--- config.mk ---
export PLATFORM = sky130hd
export DESIGN_NAME = fetch_unit
export DESIGN_NICKNAME = d
export VERILOG_FILES = /design/src/rtl/fetch_unit.sv
export SDC_FILE = /design/constraint.sdc
export NUM_CORES = 1
export LEC_CHECK = 0
export CORE_ASPECT_RATIO = 0.75
export CORE_MARGIN = 2
export CORE_UTILIZATION = 64
export CTS_BUF_LIST = sky130_fd_sc_hd__clkbuf_4 sky130_fd_sc_hd__clkbuf_8
export CTS_CLUSTER_SIZE = 30
export DETAILED_ROUTE_END_ITERATION = 6
export HOLD_SLACK_MARGIN = 0.12
export PLACE_DENSITY = 0.88
export SYNTH_ARGS = -nofsm -noshare
export SYNTH_HDL_FRONTEND = slang
export SYNTH_SLANG_ARGS = --single-unit
--- constraint.sdc ---
create_clock -name clk -period 5 [get_ports clk]
set_clock_uncertainty 0.2 [all_clocks]
set_input_delay 1 -clock clk [delete_from_list [all_inputs] [get_ports clk]]
set_output_delay 1 -clock clk [all_outputs]
set_load 0.005 [all_outputs]
--- src/rtl/fetch_unit.sv ---
// fetch_fifo: power-of-two circular queue with synchronous flush (prefetch buffer, PC tag queue).
// Latency: a pushed entry reaches head_dat on the cycle after the push; head_dat is read combinationally.
// Backpressure: none inside; the caller only pushes when there is space (push while full needs a pop).
// Ports: clk/reset, flush (drop all entries), push/push_dat, pop, head_dat (oldest entry), count.
module fetch_fifo #(
  parameter int W     = 32,
  parameter int DEPTH = 4
) (
  input  logic                   clk,
  input  logic                   reset,
  input  logic                   flush,
  input  logic                   push,
  input  logic [W-1:0]           push_dat,
  input  logic                   pop,
  output logic [W-1:0]           head_dat,
  output logic [$clog2(DEPTH):0] count
);
  localparam int AW = $clog2(DEPTH);
  localparam int CW = AW + 1;

  logic [W-1:0]  mem [DEPTH];
  logic [AW-1:0] wr_ptr;
  logic [AW-1:0] rd_ptr;
  logic [CW-1:0] cnt_q;

  always_ff @(posedge clk or negedge reset) begin
    if (!reset) begin
      wr_ptr <= '0;
      rd_ptr <= '0;
      cnt_q  <= '0;
    end else if (flush) begin
      wr_ptr <= '0;
      rd_ptr <= '0;
      cnt_q  <= '0;
    end else begin
      if (push) wr_ptr <= wr_ptr + AW'(1);
      if (pop)  rd_ptr <= rd_ptr + AW'(1);
      cnt_q <= cnt_q + CW'(push) - CW'(pop);
    end
  end

  // Storage is not reset; consumers qualify head_dat with count.
  // A push while full lands in the slot being popped, which is read before the edge.
  always_ff @(posedge clk) begin
    if (push && !flush) mem[wr_ptr] <= push_dat;
  end

  assign head_dat = mem[rd_ptr];
  assign count    = cnt_q;
endmodule

// fetch_unit: sequential instruction prefetcher with redirect flush and in-order response tagging.
// Latency: request issues the first edge after reset release; a response reaches decode one cycle later.
// Backpressure: requests throttle when buffered + in-flight reaches FIFO_DEPTH; decode stalls hold the head.
// Ports: clk, reset (async active-low); imem_req_* (valid/ready/addr); imem_rsp_* (valid/data, never stalled);
//        if_* (valid/ready/instr/pc) towards decode; redirect_valid/redirect_pc (taken branch target).
module fetch_unit #(
  parameter logic [31:0] RESET_PC   = 32'h0000_0000,
  parameter int          FIFO_DEPTH = 4
) (
  input  logic        clk,
  input  logic        reset,
  output logic        imem_req_valid,
  input  logic        imem_req_ready,
  output logic [31:0] imem_req_addr,
  input  logic        imem_rsp_valid,
  input  logic [31:0] imem_rsp_data,
  output logic        if_valid,
  input  logic        if_ready,
  output logic [31:0] if_instr,
  output logic [31:0] if_pc,
  input  logic        redirect_valid,
  input  logic [31:0] redirect_pc
);
  localparam int CW = $clog2(FIFO_DEPTH) + 1;
  localparam logic [CW:0] DEPTH_W = (CW+1)'(FIFO_DEPTH);

  typedef enum logic {RUN, DRAIN} state_t;

  typedef struct packed {
    logic [31:0] pc;
    logic [31:0] instr;
  } ibuf_ent_t;

  state_t        state_q, state_d;
  logic [CW-1:0] drop_q, drop_d;
  logic [CW-1:0] outst_q, outst_d;
  logic [31:0]   fetch_pc;
  logic          active_q;

  logic [CW-1:0] buf_cnt;
  logic [CW-1:0] tag_cnt;
  logic [31:0]   tag_pc;
  ibuf_ent_t     buf_head;
  ibuf_ent_t     buf_wr;
  logic [CW:0]   inflight;

  logic req_fire;
  logic rsp_fire;
  logic rsp_live;
  logic buf_pop;

  assign req_fire = imem_req_valid && imem_req_ready;
  // With nothing outstanding a response can only be a leftover from before reset.
  assign rsp_fire = imem_rsp_valid && (outst_q != '0);
  // In DRAIN every response belongs to a pre-redirect fetch; the tag check guards the
  // same condition from the queue side.
  assign rsp_live = rsp_fire && (state_q == RUN) && (tag_cnt != '0) && !redirect_valid;
  assign buf_pop  = if_valid && if_ready && !redirect_valid;
  assign outst_d  = outst_q + CW'(req_fire) - CW'(rsp_fire);
  assign inflight = {1'b0, buf_cnt} + {1'b0, outst_q};

  // active_q delays the first request to the first edge after reset release.
  assign imem_req_valid = active_q && !redirect_valid && (inflight < DEPTH_W);
  assign imem_req_addr  = fetch_pc;

  assign buf_wr   = '{pc: tag_pc, instr: imem_rsp_data};
  assign if_valid = (buf_cnt != '0);
  assign if_instr = if_valid ? buf_head.instr : '0;
  assign if_pc    = if_valid ? buf_head.pc    : '0;

  always_comb begin
    state_d = state_q;
    drop_d  = drop_q;
    if (redirect_valid) begin
      // Everything still in flight after this cycle is from the old path.
      drop_d  = outst_d;
      state_d = (outst_d != '0) ? DRAIN : RUN;
    end else if (state_q == DRAIN && rsp_fire) begin
      drop_d = drop_q - CW'(1);
      if (drop_q == CW'(1)) state_d = RUN;
    end
  end

  always_ff @(posedge clk or negedge reset) begin
    if (!reset) begin
      state_q  <= RUN;
      drop_q   <= '0;
      outst_q  <= '0;
      fetch_pc <= RESET_PC;
      active_q <= 1'b0;
    end else begin
      state_q  <= state_d;
      drop_q   <= drop_d;
      outst_q  <= outst_d;
      active_q <= 1'b1;
      if (redirect_valid) fetch_pc <= redirect_pc & 32'hFFFF_FFFC;
      else if (req_fire)  fetch_pc <= fetch_pc + 32'd4;
    end
  end

  fetch_fifo #(.W(32), .DEPTH(FIFO_DEPTH)) u_tag_q (
    .clk      (clk),
    .reset    (reset),
    .flush    (redirect_valid),
    .push     (req_fire),
    .push_dat (fetch_pc),
    .pop      (rsp_live),
    .head_dat (tag_pc),
    .count    (tag_cnt)
  );

  fetch_fifo #(.W($bits(ibuf_ent_t)), .DEPTH(FIFO_DEPTH)) u_ibuf (
    .clk      (clk),
    .reset    (reset),
    .flush    (redirect_valid),
    .push     (rsp_live),
    .push_dat (buf_wr),
    .pop      (buf_pop),
    .head_dat (buf_head),
    .count    (buf_cnt)
  );
endmodule

## Word level (Yosys, flattened, before mapping)

Memory sizes are Yosys's and may differ from the RTL's.
Cells that the tools add are included.

| word-level totals | value |
|---|---|
| output and inout bits | 98 |
| memory bits (writable) | 384 |
| latch bits | 0 |
| register bits after elaboration | 54 |
| memories kept | 2 |
| bits in read-only memories | 0 |
| bits of input ports | 70 |
| logic and storage cells | 76 |

| cells by class | value |
|---|---|
| $lt $le $gt $ge | 1 |
| div/mod/pow operators | 0 |
| reductions and logical operators | 23 |
| eq/ne operators | 1 |
| multiplexer cells | 24 |
| add/sub/neg operators | 13 |
| multipliers | 0 |
| shifts and indexed selects | 0 |
| bitwise operators | 1 |

Memories:

| memory | depth | bits a word | read ports | clocked after Yosys merged registers in | wr ports | line | source |
|---|---|---|---|---|---|---|---|
| u_ibuf.mem | 4 | 64 | 1 | 0 | 1 | 21 | `logic [W-1:0] mem [DEPTH];` |
| u_tag_q.mem | 4 | 32 | 1 | 0 | 1 | 21 |  |

Operator list:

| cell | number |
|---|---|
| 32-bit two-way mux | 4 |
| 32-bit by 3-bit adder with 32-bit output, second input constant | 1 |
| 2-bit two-way mux | 8 |
| 1-bit logical AND | 12 |
| 3-bit two-way mux | 4 |
| 3-bit nonzero test | 4 |
| 2-bit nonzero test | 5 |
| 3-bit by 1-bit adder with 3-bit output | 3 |
| 3-bit by 1-bit subtractor with 3-bit output | 3 |
| 2-bit by 1-bit adder with 2-bit output, second input constant | 4 |
| 1-bit two-way mux | 8 |
| 3-bit by 3-bit adder with 4-bit output | 1 |
| 4-bit by 3-bit < comparator with 1-bit output, second input constant | 1 |
| 3-bit by 1-bit == test with 1-bit output, second input constant | 1 |
| 3-bit by 1-bit subtractor with 3-bit output, second input constant | 1 |
| 2-bit AND reduction | 1 |
| 1-bit logical NOT | 1 |
| 1-bit inverter | 1 |

## Longest topological paths before layout

Gate-level depths: netlist of the first run.

| depth | value |
|---|---|
| depth in word-level cells | 9 |
| mapped depth | 12 |
| mapped depth without buffers | 11 |

## Modules after synthesis

A second synthesis of the first run with hierarchy kept.

| unflattened totals | value |
|---|---|
| cells, all modules | 919 |
| area, all modules | 17535.6 um2 |

By module, submodules not included:

| module | area each (um2) | seq. area each (um2) | cells each | times used |
|---|---|---|---|---|
| fetch_fifo at u_ibuf | 9688.0 | 7862.5 | 372 | 1 |
| fetch_fifo at u_tag_q | 5092.4 | 4018.9 | 205 | 1 |
| fetch_unit | 2755.1 | 950.9 | 342 | 1 |

## Worst setup path before layout of the first run

Ideal clock, no wire load.

| timing path | value |
|---|---|
| kind | input to register |
| start | input redirect_valid |
| end | memory u_ibuf.mem[0][0] in the netlist's numbering (enable) |
| setup time | 0.426 ns |
| data required time | 4.374 ns |
| data arrival time | 3.267 ns |
| path buffers | 1 |
| cell stages on the path | 3 |
| slack | 1.106 ns |
| cells stage by stage | clkbuf_1 > nor4_1 > and2_1 |

| between the ends | value |
|---|---|
| cells in the longest elaborated chain, start to end | 5 |

RTL lines:

| element | line | source |
|---|---|---|
| from (decl) | 72 | `input logic redirect_valid,` |
| 1-bit logical NOT (*) | 45, 108 |  |
| 1-bit logical AND | 108 | `assign rsp_live = rsp_fire && (state_q == RUN) && (tag_cnt != '0) && !redirect_valid;` |
| 1-bit logical AND (*) | 45 | `if (push && !flush) mem[wr_ptr] <= push_dat;` |
| 1-bit two-way mux (*) | 45 |  |
| 1-bit two-way mux (implied by the code) (*) | 45 |  |
| to (decl) | 21 |  |

Every way passes the cells marked *; elsewhere a longest branch is shown, timed or not.

## Worst setup path in the final report of the first run

| timing path | value |
|---|---|
| start | register u_ibuf.rd_ptr[0] |
| end | output if_instr[2] |

| between the ends | value |
|---|---|
| cells in the longest elaborated chain, start to end | 2 |

RTL lines:

| element | line | source |
|---|---|---|
| from (decl) | 23 | `logic [AW-1:0] rd_ptr;` |
| from (signal assigned) | 37 | `if (pop) rd_ptr <= rd_ptr + AW'(1);` |
| memory 4 x 64 bit | - |  |
| 32-bit two-way mux | 119 | `assign if_instr = if_valid ? buf_head.instr : '0;` |
| to (decl) | 70 | `output logic [31:0] if_instr,` |

No other way between the ends.

==> results of run 1 <==
Yosys cell counts, types with 3 or more instances:
cell type | instances | area, um^2
sky130_fd_sc_hd__edfxtp_1 | 368 | 11050
sky130_fd_sc_hd__mux4_2 | 92 | 2072
sky130_fd_sc_hd__and2_1 | 72 | 450.4
sky130_fd_sc_hd__dfrtp_1 | 52 | 1301
sky130_fd_sc_hd__nand2_1 | 39 | 146.4
sky130_fd_sc_hd__nor2_1 | 30 | 112.6
sky130_fd_sc_hd__clkbuf_1 | 25 | 93.84
sky130_fd_sc_hd__o21ai_0 | 24 | 120.1
sky130_fd_sc_hd__inv_1 | 20 | 75.07
sky130_fd_sc_hd__ha_1 | 19 | 237.7
sky130_fd_sc_hd__nand3_1 | 19 | 95.09
sky130_fd_sc_hd__buf_2 | 13 | 65.06
sky130_fd_sc_hd__nand4_1 | 12 | 75.07
sky130_fd_sc_hd__a21oi_1 | 7 | 35.03
sky130_fd_sc_hd__a221o_1 | 7 | 70.07
sky130_fd_sc_hd__a31oi_1 | 7 | 43.79
sky130_fd_sc_hd__and3_1 | 7 | 43.79
sky130_fd_sc_hd__xor2_1 | 7 | 61.31
sky130_fd_sc_hd__xnor2_1 | 6 | 52.55
sky130_fd_sc_hd__buf_4 | 5 | 37.54
sky130_fd_sc_hd__nor3_1 | 5 | 25.02
sky130_fd_sc_hd__nor4_1 | 5 | 31.28
sky130_fd_sc_hd__o211ai_1 | 5 | 37.54
sky130_fd_sc_hd__a32oi_1 | 4 | 35.03
sky130_fd_sc_hd__or3_1 | 4 | 25.02
sky130_fd_sc_hd__a21o_1 | 3 | 22.52
sky130_fd_sc_hd__buf_1 | 3 | 11.26
sky130_fd_sc_hd__fa_1 | 3 | 60.06
sky130_fd_sc_hd__mux2i_1 | 3 | 30.03
sky130_fd_sc_hd__nor2b_1 | 3 | 18.77
sky130_fd_sc_hd__o31ai_1 | 3 | 22.52
metrics by stage:
stage | utilization [%] | instance area, um^2
floorplan | - | 16850
global placement | 73.00 | 18910
detailed placement | 73.00 | 18910
CTS | 77.20 | 20000
global route | 77.20 | 20000
finish | 77.20 | 20000
placed cells by master, fill, tap and decap left out, types with 19 or more instances in the layout:
master / count
sky130_fd_sc_hd__and2_1: 68
sky130_fd_sc_hd__clkbuf_4: 27
sky130_fd_sc_hd__clkbuf_8: 60
sky130_fd_sc_hd__clkdlybuf4s50_1: 159
sky130_fd_sc_hd__dfrtp_1: 49
sky130_fd_sc_hd__edfxtp_1: 368
sky130_fd_sc_hd__ha_1: 19
sky130_fd_sc_hd__inv_1: 20
sky130_fd_sc_hd__mux4_2: 92
sky130_fd_sc_hd__nand2_1: 39
sky130_fd_sc_hd__nand3_1: 19
sky130_fd_sc_hd__nor2_1: 30
sky130_fd_sc_hd__o21ai_0: 24
routing by layer:
metal  share of wire (%)  wire (um)  up-vias
met5                   0          0        -
li1                    -          -     3964
met4                 2.0        686        0
met2                  49      16670      446
met1                  41      13870     4659
met3                 8.0       2712       53
power groups by stage:
| stage | sequential (mW) | combinational, mW | clock, mW |
|---|---|---|---|
| detailed placement | 4.27 | 1.64 | 0 |
| CTS | 4.20 | 1.65 | 2.51 |
| global placement | 4.25 | 1.60 | 0 |
| floorplan | 4.15 | 0.893 | 0 |
| finish | 4.20 | 1.63 | 2.46 |
| global route | 4.22 | 1.77 | 2.65 |
path summary, 6_finish.rpt:
check                                endpoint  slack, ns  cells after the start
min in group clk             u_ibuf.wr_ptr[1]       0.39                      2
setup / recovery                  if_instr[2]       0.72                      4
hold / removal                     outst_q[0]       0.33                      2
max in group asynchronous   u_tag_q.rd_ptr[0]       3.76                      2
hold reg to reg              u_ibuf.wr_ptr[1]       0.39                      2
setup reg to reg           u_tag_q.mem[0][20]       1.69                      7
cell type report:
cell class,count,share of cell area (%)
flip-flops and latches,420,61.79
clock buffers,87,5.142
inverters,22,0.4129
multi-input cells,415,21.07
clock inverters,15,0.3065
well taps,344,2.152
repair buffers,181,9.133
critical path, cell delays in order, from the launching register on:
cell and delay (ns):
sky130_fd_sc_hd__dfrtp_4 0.80, sky130_fd_sc_hd__buf_4 0.43, sky130_fd_sc_hd__mux4_2 0.56, sky130_fd_sc_hd__and2_1 0.19
sky130_fd_sc_hd__clkdlybuf4s50_1 0.45
kinds of logic (layout without fill, tap and decap cells):
logic type	count (synthesis)	count (layout)	share of synthesized area, %
compound gates	70	70	2.824
xor+xnor	13	13	0.6762
fa+ha+maj	22	22	1.768
buf+inv	68	305	1.724
flops	420	420	73.35
mux	95	95	12.48
other cells	2	5	0.04460
simple gates	210	210	7.126
registers in the layout, summed over array words and instances, names as in the netlist, 2 cells and up:
register,count
u_ibuf.count,3
imem_req_addr,30
drop_q,3
u_ibuf.rd_ptr,2
u_tag_q.rd_ptr,2
outst_q,3
u_tag_q.wr_ptr,2
u_ibuf.wr_ptr,2
u_tag_q.mem,120
u_tag_q.count,3
u_ibuf.mem,248
==> impl_summary.log, run 1 <==
[metrics] status: completed
[metrics] Period Utilization, post-route: 85.55%
[metrics] total of fill cells in the finished design: 1387
[metrics] timing-limited maximum frequency: 233.8 MHz
[metrics] core area: 25910 um^2
[metrics] Worst Tran Pin Value: 1.063 ns
[metrics] number of violations of the max-capacitance limit: 0
[metrics] number of H-tree levels: 2
[metrics] fin crit period: 4.278 ns
[metrics] # nets final: 1190
[metrics] clock latency on the worst-skew pair: 0.57 ns
[metrics] largest fanout of any net on the critical path: 29
[metrics] antenna violations before repair: 0
[metrics] final routed wirelength across all metal layers: 33940 um
[metrics] cell total after placement: 1382
[metrics] count of clock tree sinks: 420
[metrics] Pwr per Cell Area: 414.2 nW/um^2
[metrics] RePlAce Congestion: 0.8727
[metrics] non-filler instance count after layout: 1484
[metrics] Final Worst Setup Slack: 0.7223 ns
[metrics] number of enable-type register cells in the synthesized netlist: 368
[metrics] CP Launch Type: flip-flop
[metrics] pin count of the biggest net entering global routing: 63
[metrics] Setup Crit Path Kind: reg2out
[metrics] Clk Tree Root Cell: sky130_fd_sc_hd__clkbuf_8
[metrics] P&R area growth vs syn: 18.78%
[metrics] Diodes inserted: 0
[metrics] share of synthesized area occupied by flip-flops and latches: 73.35%
[metrics] met3 Track Usage GR: 5.096%
[metrics] Die X-Extent: 191.3 um
[metrics] proportion of power drawn by combinational gates: 19.6%
[metrics] CTS Hold Buffers Added: 0
[metrics] GRT met1 Usage: 35.95%
[metrics] hold crit path type: in2async
[metrics] Post-Route Hold Slack: 0.3270 ns
[metrics] first-pass GRT wire length: 52600 um
[metrics] portion of total power attributed to the clock network: 29.7%
[metrics] drt drc: 0
[metrics] Yosys Warn Count: 0
[metrics] total track usage: 25.55%
[metrics] overall die height: 144.5 um
[metrics] GR Layer Usage met2: 41.55%
[metrics] average size of a mapped cell: 18.71 um^2
[metrics] FF+latch count, synth: 420
[metrics] relative contribution of sequential cells to total power: 50.7%
[metrics] via count: 9122
[metrics] HPWL Detailed: 21250 um
[metrics] antenna-violating nets left: 0
[metrics] 1st-pass router iterations: 7
[metrics] instance count of the mapped netlist: 900
[metrics] Post-CTS Repair Setup Buffers: 0
[metrics] total net switching power: 2.078 mW
[metrics] std cell rows: 51
[metrics] library cells used by synthesis: 52
[metrics] netlist area before placement: 16840 um^2
[metrics] starting density of the core: 65.00%
[metrics] top flip-flop cell by instance count after synthesis: sky130_fd_sc_hd__edfxtp_1
[metrics] hold violation total from the final report: 0
[metrics] Die ar.: 27640 um^2
[metrics] setup TNS: 0 ns
[metrics] violation count after the first detailed-routing iteration: 624
[metrics] pre-CTS WS: 1.274 ns
[metrics] relative max-transition margin: 28.88%
[metrics] Sequential cell area: 12360 um^2
[metrics] reg-to-reg startpoint: outst_q[2]
[metrics] WL per Instance: 22.87 um
[metrics] crit path from: u_ibuf.rd_ptr[0]
[metrics] Max Buffers Root-to-Sink: 3
[metrics] RSZ-0062 raised after global routing: false
[metrics] layout cell share with drive strength beyond 1: 19.65%
[metrics] Async S/R FF share, synth: 12.38%
[metrics] via count normalized by instance count: 6.147
[metrics] required time of the critical path: 3.80 ns
[metrics] num ports: 168
[metrics] CTS tree: done
[metrics] number of max-slew violations in the final report: 0
[metrics] total overflow reported by the global router: 0
[metrics] internal portion of total power: 6.207 mW
[metrics] number of setup violations in the final report: 0
[metrics] number of buffers created by CTS: 58
[metrics] fraction of power spent switching nets: 25.08%
[metrics] worst voltage drop across the vdd grid: 0.0002703 V
[metrics] Worst setup EP type: output pin
[metrics] count of buffers from port buffering: 161
[metrics] total power: 8.286 mW
[metrics] Multi-input gate area: 4214 um^2
[metrics] count of instances resized after the clock tree is built: 0
[metrics] clock edge transition at the registers on the reported setup and hold paths: 0.06 ns
[metrics] worst endpoint data arrival time: 3.08 ns
[metrics] Leakage: 6.709 nW
[metrics] via count of the first global-routing pass: 9299
[metrics] most congested layer reported by global routing: met2
No activity file was read; power rests on OpenSTA's default activity.
==> run 2: changes to the inputs <==
--- a/config.mk
+++ b/config.mk
@@ -13,6 +13,7 @@
 export DETAILED_ROUTE_END_ITERATION = 6
 export HOLD_SLACK_MARGIN = 0.12
 export PLACE_DENSITY = 0.88
+export RECOVER_POWER = 25
 export SYNTH_ARGS = -nofsm -noshare
 export SYNTH_HDL_FRONTEND = slang
 export SYNTH_SLANG_ARGS = --single-unit
==> run 2 against run 1 <==
  * Sequential share of layout area barely moved
  * Sequential cell count unchanged
  * Count of clock-buffer cells in the layout stayed put
  * Global-route usage unchanged
  * Routed wire length down 0.14%
  * Cell count hardly changed
  * Largest cell class unchanged
  * The flow now finishes with violations (capacitance limit, slew limit)
  * Power hardly changed
  * Combinational power barely moved
  * Cell area hardly changed
  * Fmax increased by 0.20%
  * Largest power group unchanged
  * Via count is essentially flat
==> impl_summary.log, run 2 (synthesized netlist as in run 1, its figures left out) <==
[metrics] RSZ-0062 raised after global routing: false (unchanged)
[metrics] Final Worst Setup Slack: 0.7308 ns (was 0.7223 ns)
[metrics] destination of the worst register-to-register timing path: u_tag_q.mem[0][20] (unchanged)
[metrics] Worst Tran Pin Value: 2.823 ns (was 1.063 ns)
[metrics] largest register by flop count: u_ibuf.mem (unchanged)
[metrics] drt drc: 0 (unchanged)
[metrics] starting density of the core: 65.00% (unchanged)
[metrics] antenna violations before repair: 1 (was 0)
[metrics] total power: 8.281 mW (was 8.286 mW)
[metrics] CTS tree: done (unchanged)
[metrics] number of flip-flops in the largest register: 248 (unchanged)
[metrics] largest fanout of any net on the critical path: 29 (unchanged)
[metrics] total overflow reported by the global router: 0 (unchanged)
[metrics] violation count after the first detailed-routing iteration: 603 (was 624)
[metrics] total track usage: 25.55% (unchanged)
[metrics] first-pass GRT wire length: 52600 um (unchanged)
[metrics] Max Buffers Root-to-Sink: 3 (unchanged)
[metrics] count of clock tree sinks: 420 (unchanged)
[metrics] P&R area growth vs syn: 18.78% (about the same)
[metrics] 1st-pass router iterations: 6 (was 7)
[metrics] leading cell type in the layout, fill and taps excluded: sky130_fd_sc_hd__edfxtp_1 (unchanged)
[metrics] number of buffers created by CTS: 58 (unchanged)
[metrics] reg-to-reg startpoint: outst_q[2] (unchanged)
[metrics] setup TNS: 0 ns (unchanged)
[metrics] via count of the first global-routing pass: 9299 (unchanged)
[metrics] layout cell share with drive strength beyond 1: 19.56% (was 19.65%)
[metrics] via count normalized by instance count: 6.146 (was 6.147)
[metrics] commonest non-fill, non-tap cells in the layout: sky130_fd_sc_hd__edfxtp_1 (368), sky130_fd_sc_hd__clkdlybuf4s50_1 (143), sky130_fd_sc_hd__mux4_2 (92), sky130_fd_sc_hd__and2_1 (68), sky130_fd_sc_hd__clkbuf_8 (60) (was sky130_fd_sc_hd__edfxtp_1 (368), sky130_fd_sc_hd__clkdlybuf4s50_1 (159), sky130_fd_sc_hd__mux4_2 (92), sky130_fd_sc_hd__and2_1 (68), sky130_fd_sc_hd__clkbuf_8 (60))
[metrics] post-route standard cell area excluding fillers: 20000 um^2 (about the same)
[metrics] hold crit path type: reg2reg (was in2async)
[metrics] Period Utilization, post-route: 85.38% (was 85.55%)
[metrics] final routed wirelength across all metal layers: 33890 um (was 33940 um)
[metrics] worst endpoint data arrival time: 3.07 ns (was 3.08 ns)
[metrics] number of max-slew violations in the final report: 53 (was 0)
[metrics] Post-Route Hold Slack: 0.3899 ns (was 0.3270 ns)
[metrics] number of violations of the max-capacitance limit: 1 (was 0)
[metrics] Die ar.: 27640 um^2 (unchanged)
[metrics] setup slack of the worst register-to-register path: 1.69 ns (about the same)
[metrics] number of instances on the worst hold path: 2
[metrics] WHS Endpoint: u_ibuf.wr_ptr[1]
[metrics] Placement Cell Area: 18910 um^2 (unchanged)
[metrics] fin crit period: 4.269 ns (was 4.278 ns)
[metrics] CTS Hold Buffers Added: 0 (unchanged)
[metrics] beginning of the worst hold path: u_ibuf.wr_ptr[1]
[metrics] non-filler instance count after layout: 1485 (was 1484)
[metrics] core area: 25910 um^2 (unchanged)
[metrics] Worst setup EP type: output pin (unchanged)
[metrics] CP Launch Type: flip-flop (unchanged)
[metrics] timing-limited maximum frequency: 234.2 MHz (was 233.8 MHz)
[metrics] pre-CTS WS: 1.274 ns (unchanged)
[metrics] HPWL Detailed: 21250 um (unchanged)
[metrics] failing checks: capacitance limit, slew limit
[metrics] WL per Instance: 22.82 um (was 22.87 um)
[metrics] clock latency on the worst-skew pair: 0.57 ns (about the same)
[metrics] antenna-violating nets left: 0 (unchanged)
[metrics] # nets final: 1190 (unchanged)
[metrics] count of instances resized after the clock tree is built: 0 (unchanged)
[metrics] required time of the critical path: 3.80 ns (about the same)
[metrics] overall die height: 144.5 um (unchanged)
[metrics] Setup Crit Path Kind: reg2out (unchanged)
[metrics] count of buffers from port buffering: 161 (unchanged)
[metrics] Post-CTS Repair Setup Buffers: 0 (unchanged)
[metrics] core utilization of the finished layout: 77.20% (about the same)
[metrics] num ports: 168 (unchanged)
[metrics] number of cells on the worst reg-to-reg path: 7 (unchanged)
[metrics] pin count of the biggest net entering global routing: 63 (unchanged)
[metrics] RePlAce Congestion: 0.8727 (unchanged)
[metrics] worst voltage drop across the vdd grid: 0.0002707 V (was 0.0002703 V)
[metrics] std cell rows: 51 (unchanged)
[metrics] via count: 9127 (was 9122)
[metrics] number of H-tree levels: 2 (unchanged)
[metrics] Leakage: 6.709 nW (about the same)
[metrics] status: complete, but fails checks (was completed)
[metrics] Pwr per Cell Area: 414.1 nW/um^2 (was 414.2 nW/um^2)
[metrics] number of setup violations in the final report: 0 (unchanged)
[metrics] clock edge transition at the registers on the reported setup and hold paths: 0.06 ns (about the same)
[metrics] hold violation total from the final report: 0 (unchanged)
[metrics] relative max-transition margin: -88.19% (was 28.88%)
[metrics] Die X-Extent: 191.3 um (unchanged)
[metrics] cell total after placement: 1382 (unchanged)
[metrics] Clk Tree Root Cell: sky130_fd_sc_hd__clkbuf_8 (unchanged)
## run 2: changes by cell type in the layout (fill, tap and decap cells not counted)
cell,change
sky130_fd_sc_hd__clkdlybuf4s50_1,-16
sky130_fd_sc_hd__dlygate4sd3_1,+16
sky130_fd_sc_hd__buf_4,-1
sky130_fd_sc_hd__clkbuf_1,+1
sky130_fd_sc_hd__diode_2,+1
## run 2: cell type report
class | instances | area [um^2]
Antenna cell | 1 | 2.502
Clock buffer | 87 | 1028
Clock inverter | 15 | 61.31
Fill cell | 1389 | 5907
Inverter | 22 | 82.58
Multi-Input combinational cell | 415 | 4214
Sequential cell | 420 | 12360
Tap cell | 344 | 430.4
Timing Repair Buffer | 181 | 1823
## run 2: worst max-delay path, stage by stage (launching register included)
cell                              delay (ns)
sky130_fd_sc_hd__dfrtp_4                0.81
sky130_fd_sc_hd__buf_4                  0.42
sky130_fd_sc_hd__mux4_2                 0.56
sky130_fd_sc_hd__and2_1                 0.19
sky130_fd_sc_hd__clkdlybuf4s50_1        0.45
## run 2: where the power goes
part	total [mW]	switching [mW]	leakage [nW]	internal, mW
combinational	1.62	0.702	2.17	0.921
sequential	4.20	0.217	3.96	3.98
clock	2.46	1.16	0.580	1.30
## run 2: metal layers
layer  part of all wire, %  global-route usage, %  vias to the layer above
met2                    49                  41.55                      468
met3                   8.5                  5.096                       51
met1                    41                  35.95                     4642
met5                     0                      0                        -
li1                      -                      -                     3966
met4                   2.0                  7.449                        0
## run 2: worst max-delay path by stage
stage	startpoint	endpoint	slack (ns)	cells after the start
2_1_floorplan	redirect_valid	u_ibuf.mem[0][0]	1.11	3
3_3_place_gp	u_ibuf.rd_ptr[0]	if_instr[6]	1.29	4
3_5_place_dp	u_ibuf.rd_ptr[0]	if_instr[2]	1.27	4
4_1_cts	u_ibuf.rd_ptr[0]	if_instr[2]	0.61	4
5_1_grt	u_ibuf.rd_ptr[0]	if_instr[29]	0.53	4
6_report	u_ibuf.rd_ptr[0]	if_instr[2]	0.73	4
